<file path="config.mk">
export PLATFORM = sky130hd
export DESIGN_NAME = centroid_accumulator_bank
export DESIGN_NICKNAME = d
export VERILOG_FILES = /design/src/rtl/centroid_accumulator_bank.sv
export SDC_FILE = /design/constraint.sdc
export NUM_CORES = 2
export LEC_CHECK = 0
export BUFFER_PORTS_ARGS = -buffer_cell sky130_fd_sc_hd__buf_2
export CORE_UTILIZATION = 53
export DETAILED_ROUTE_END_ITERATION = 16
export PLACE_DENSITY = 0.81
export SYNTH_ARGS = -nofsm -noshare
export SYNTH_HDL_FRONTEND = slang
export SYNTH_SLANG_ARGS = --single-unit
</file>
<file path="constraint.sdc">
create_clock -name clk -period 6.75 [get_ports clk]
set_clock_uncertainty 0.1 [all_clocks]
set_input_delay 0.3375 -clock clk [delete_from_list [all_inputs] [get_ports clk]]
set_output_delay 0.3375 -clock clk [all_outputs]
set_load 0.01 [all_outputs]
</file>
<file path="src/rtl/centroid_accumulator_bank.sv">
// Per-centroid coordinate sum / point count bank for the k-means update phase.
// Accumulates classified points, then drains {sum, count} per centroid in index order.
module centroid_accumulator_bank #(
  parameter int dataWidth        = 91,
  parameter int cordinate_width  = 13,
  parameter int accum_cord_width = 22,
  parameter int accum_width      = 154,
  parameter int centroid_num     = 8,
  parameter int count_width      = 10,
  parameter int idx_width        = 3
) (
  input  logic                   clk,
  input  logic                   rst_n,
  input  logic                   start,
  input  logic                   point_valid,
  output logic                   point_ready,
  input  logic [dataWidth-1:0]   point,
  input  logic [idx_width-1:0]   centroid_idx,
  input  logic                   point_last,
  output logic                   out_valid,
  input  logic                   out_ready,
  output logic [idx_width-1:0]   out_idx,
  output logic [accum_width-1:0] out_accum,
  output logic [count_width-1:0] out_count,
  output logic                   out_last,
  output logic                   pass_done,
  output logic                   overflow
);

  localparam int COORDS = dataWidth / cordinate_width;
  localparam logic [idx_width:0]   NUM_L    = (idx_width+1)'(centroid_num);
  localparam logic [idx_width-1:0] LAST_IDX = idx_width'(centroid_num - 1);

  typedef enum logic [1:0] {IDLE, CLEAR, ACCUM, DRAIN} state_t;

  state_t                 state, state_nxt;
  logic [accum_width-1:0] sum_mem [centroid_num];
  logic [count_width-1:0] cnt_mem [centroid_num];
  logic                   pt_hs, out_hs, idx_ok, cnt_sat, is_last;
  logic [accum_width:0]   add_res;

  // Lane-wise add of a point into a packed sum; MSB of the result flags any lane carry-out.
  function automatic logic [accum_width:0] add_point(input logic [accum_width-1:0] acc,
                                                     input logic [dataWidth-1:0]   pt);
    logic [accum_width-1:0]  res;
    logic                    cy;
    logic [accum_cord_width:0] s;
    res = '0;
    cy  = 1'b0;
    for (int c = 0; c < COORDS; c++) begin
      s = {1'b0, acc[c*accum_cord_width +: accum_cord_width]}
        + {{(accum_cord_width+1-cordinate_width){1'b0}}, pt[c*cordinate_width +: cordinate_width]};
      res[c*accum_cord_width +: accum_cord_width] = s[accum_cord_width-1:0];
      cy = cy | s[accum_cord_width];
    end
    return {cy, res};
  endfunction

  assign point_ready = (state == ACCUM);
  assign out_valid   = (state == DRAIN);
  assign pt_hs       = point_valid & point_ready;
  assign out_hs      = out_valid & out_ready;
  assign idx_ok      = ({1'b0, centroid_idx} < NUM_L);
  assign is_last     = (out_idx == LAST_IDX);
  assign out_last    = out_valid & is_last;
  assign out_accum   = sum_mem[out_idx];
  assign out_count   = cnt_mem[out_idx];
  assign cnt_sat     = (cnt_mem[centroid_idx] == '1);
  assign add_res     = add_point(sum_mem[centroid_idx], point);

  always_comb begin
    state_nxt = state;
    case (state)
      IDLE:    if (start) state_nxt = CLEAR;
      CLEAR:   state_nxt = ACCUM;
      ACCUM:   if (pt_hs && point_last) state_nxt = DRAIN;
      DRAIN:   if (out_hs && is_last) state_nxt = IDLE;
      default: state_nxt = IDLE;
    endcase
  end

  always_ff @(posedge clk or negedge rst_n) begin
    if (!rst_n) begin
      state     <= IDLE;
      out_idx   <= '0;
      pass_done <= 1'b0;
      overflow  <= 1'b0;
      for (int i = 0; i < centroid_num; i++) begin
        sum_mem[i] <= '0;
        cnt_mem[i] <= '0;
      end
    end else begin
      state     <= state_nxt;
      pass_done <= 1'b0;
      case (state)
        CLEAR: begin
          overflow <= 1'b0;
          out_idx  <= '0;
          for (int i = 0; i < centroid_num; i++) begin
            sum_mem[i] <= '0;
            cnt_mem[i] <= '0;
          end
        end
        ACCUM: begin
          if (pt_hs) begin
            // Out-of-range index: drop the point but still complete the handshake.
            if (idx_ok) begin
              sum_mem[centroid_idx] <= add_res[accum_width-1:0];
              if (!cnt_sat) cnt_mem[centroid_idx] <= cnt_mem[centroid_idx] + 1'b1;
              if (add_res[accum_width] || cnt_sat) overflow <= 1'b1;
            end else begin
              overflow <= 1'b1;
            end
          end
        end
        DRAIN: begin
          if (out_hs) begin
            if (is_last) begin
              out_idx   <= '0;
              pass_done <= 1'b1;
            end else begin
              out_idx <= out_idx + 1'b1;
            end
          end
        end
        default: ;
      endcase
    end
  end

endmodule

</file>
==> key figures <==
Final layout
  • Reg area: 33000 sq um
  • Post-route cell area: 80700 sq um
  • Most common cell after layout, fill and taps aside: dfrtp_1
  • Multi-input logic area: 37000 sq um
  • Final net count: 7219
  • Filler cell count: 10628
  • Post-layout util: 59.3%
  • Fin cells: 8916
  • Share of cells above drive strength 1: 19.0%
  • Area growth syn-to-layout: 10.7%
  • Commonest non-fill, non-tap cells in the layout: 1316 x dfrtp_1, 1244 x nand3_1, 1045 x o21ai_0

Yosys
  • Largest cells by area after synthesis: dfrtp_1 45%, mux4_2 11%, nand3_1 8.5%
  • Post-synth EDFFs: 0
  • Multiplexer share of the synthesized area: 16.8%
  • Post-synth top area cell: dfrtp_1
  • Combinational family with the most area after synthesis: multiplexers
  • Asr flop ratio synth: 100%
  • Ys Warns: 0
  • Synth Area in Adders: 1.88%
  • Compound-Gate Fraction of Synth Area: 15.6%
  • Share of the synthesized area in the top cell type: 45.3%
  • Mapped Nets: 7325
  • Avg Cell Area, Syn: 10.2 sq um
  • Simple-gate share of the synthesized area: 14.6%
  • Synth Area in XOR/XNOR: 1.70%
  • Primary FF master, synth: dfrtp_1
  • Mapped Area: 72800 sq um
  • Yosys cell types: 86
  • Cells after synthesis: 7120
  • Yosys reg bits: 1319
  • Seq/Total Area, Yosys: 45.3%

Placed design
  • Placed cell count: 8639
  • DP Worst Slack: 1.05 ns
  • GPL Wtd Cong: 0.931
  • Buffers on Ports: 271
  • HPWL Detailed: 146 mm
  • Cell area after placement: 75300 sq um

Setup path
  • CP required: 7.28 ns
  • CP Capture Point: sum_mem[547]
  • Reg2reg end: sum_mem[901]
  • Critical Path Source Type: input pin
  • R2R cell count: 11
  • Worst Path Buf+Inv: 4
  • Crit path arrival time: 5.73 ns
  • Crit-path cells: buf_6 > nand2_1 > nor2_4 > buf_4 > buf_4 > a22oi_1 > nand4_1 > ha_1 > a211oi_1 > o21ai_0 > a21boi_0 > nor3_1 > a211oi_1 > buf_4 > nor3_1 > xor2_1 > o21ai_0
  • Most used cell, CP: buf_4
  • Setup crit start: centroid_idx[0]
  • Worst setup EP type: flop
  • Critical path depth: 17
  • Crit Path Max Fanout: 36
  • R2r startpoint: sum_mem[575]
  • Slowest CP cell: nor2_4
  • Reg-to-reg setup timing slack: 2.39 ns
  • Slowest Stage Delay on Critical Path: 0.96 ns
  • Crit path max-delay family: simple AND/OR/NAND/NOR gates
  • Critical path class: input pin to flop

Timing
  • Final period utilization: 77.0%
  • Final setup margin: 1.55 ns
  • Minimum clock period: 5.20 ns
  • Slew Viols, Final: 0
  • Slew at the pin closest to its max-slew limit: 1.37 ns
  • Fmax: 192 MHz
  • Setup Viol. Count Final: 0
  • RSZ-0062 raised after global routing: false
  • Hold Fails Final Rpt: 0
  • Setup_tns: 0 ns
  • Relative max-transition margin: 8.40%

Floorplan
  • Total die area: 139000 sq um
  • Core Footprint: 136000 sq um
  • DIE WIDTH: 373 um
  • Ports: 272
  • Effective utilization at floorplan: 53.6%
  • Die Span Y: 373 um
  • Placement Rows: 135

Clock tree
  • Inserted Clock Buffers: 144
  • Sink Count: 1319
  • Maximum buffer depth of the clock tree: 3
  • Clock tree from TritonCTS: done
  • CTS Root Cell: clkbuf_16
  • H-Tree Depth: 4
  • # resized after CTS: 0
  • Clock-pin slew of the registers on the worst-case setup and hold paths: 0.06 ns
  • Worst-Skew Late Latency: 0.81 ns

Routing
  • Routed WL per cell: 27.8 um
  • Vias/cell: 7.23
  • Number of remaining DRC errors: 0
  • Initial DRC count: 10015
  • Final ANT Viol Nets: 0
  • First-pass iteration count of the detailed router: 9
  • DR vias: 64420
  • WL final: 248 mm

Power and ir drop
  • Gate power share: 28.2%
  • Pwr dens: 323 nW/um^2
  • Peak VDD IR: 334 uV
  • Sequential power share: 38.3%
  • Pint: 0.0168 W
  • Clock Power Share: 33.6%
  • Sw Pwr: 0.00930 W
  • Sw Ratio: 35.7%
  • Leakage: 35.7 nW

Global routing
  • First-pass GRT wire length: 380 mm
  • Largest net degree at the start of global routing: 204
  • Vias in the first global route: 63485
  • Initial antenna violation count: 12
  • Total Routing Usage GR: 35.2%
  • Grt ovf: 0

Worst hold path
  • Worst Hold Class: input pin to flop

Flow run
  • Maxcap violations: 0

Status
  • Status: complete, no violations
-- cells by family (layout without fill, tap and decap cells) --
kind of cell	Yosys count	after routing
other cells	0	5
simple gates	2251	2251
mux	739	739
compound gates	1849	1849
buf+inv	717	727
flops	1319	1319
fa+ha+maj	105	105
xor+xnor	140	140
-- worst min-delay path by stage --
| stage | startpoint | endpoint | slack [ns] | cells past startpoint |
|---|---|---|---|---|
| CTS | point[26] | sum_mem[814] | 0.003 | 4 |
| detailed placement | rst_n | state[0] | 0.31 | 1 |
| global route | point[26] | sum_mem[814] | 0.07 | 4 |
| floorplan | rst_n | cnt_mem[0] | -0.06 | 0 |
| finish | point[26] | sum_mem[352] | 0.03 | 4 |
| global placement | rst_n | pass_done | 0.30 | 1 |
-- power groups by stage --
stage	Sequential, W	Combinational, W	Clock (W)
detailed placement	0.0100	0.00713	0
floorplan	0.00966	0.00520	0
finish	0.00998	0.00734	0.00875
CTS	0.00992	0.00719	0.00877
global route	0.0101	0.00787	0.00907
global placement	0.00997	0.00695	0
-- metrics by stage --
| stage | hold WS [ns] | power (W) |
|---|---|---|
| 2_1_floorplan | -0.0581 | 0.0149 |
| 5_1_grt | 0.0698 | 0.0270 |
| 3_5_place_dp | 0.308 | 0.0172 |
| 6_report | 0.0250 | 0.0261 |
| 3_3_place_gp | 0.303 | 0.0169 |
| 4_1_cts | 0.00269 | 0.0259 |
-- synthesized netlist by cell type (7+ instances only) --
cell type,instances
a211oi_1,16
a21o_1,62
a21oi_1,110
a221o_1,25
a221oi_1,113
a222oi_1,8
a22o_1,60
a22oi_1,283
a31oi_1,12
and2_1,14
and3_1,34
buf_1,140
buf_2,40
buf_4,27
buf_6,18
clkbuf_1,452
dfrtp_1,1319
fa_1,7
ha_1,98
inv_1,30
mux2_2,253
mux2i_1,123
mux4_2,363
nand2_1,713
nand2b_1,12
nand3_1,1244
nand4_1,52
nor2_1,89
nor2b_1,13
nor3_1,26
o211ai_1,10
o21a_1,13
o21ai_0,1045
o21bai_1,19
o22ai_1,16
o2bb2ai_1,9
or3_1,8
xnor2_1,79
xor2_1,59
-- flip-flops by register name (all words and copies together), names as in the netlist --
name and flops:
out_idx 3, pass_done 1, sum_mem 1232, overflow 1
cnt_mem 80, state 2
-- final cells by class --
cell class | count | share of cell area (%)
Inverter | 31 | 0.146
Clock inverter | 59 | 1.12
Timing Repair Buffer | 434 | 3.73
Multi-Input combinational cell | 5084 | 45.9
Tap cell | 1781 | 2.76
Sequential cell | 1319 | 40.9
Clock buffer | 203 | 5.37
Antenna cell | 5 | 0.0155
-- routing by layer --
metal	global-route usage, %	share of wire [%]	up-vias
met1	45.0	35	31606
met2	52.8	44	5202
li1	-	-	26439
met4	22.3	6.8	8
met3	9.90	14	1165
met5	0	0.021	-
-- tightest hold or removal path, cell delays in order --
cell	delay, ns
buf_2	0.11
ha_1	0.30
nand2_1	0.08
nand2_1	0.06
-- repair_timing --
action	in CTS	in global routing
hold buffers	10	0
endpoints found under the setup margin	0	0
buffers inserted	0	0
endpoints found under the hold margin	139	0
Power figures use the tool's default switching activity.
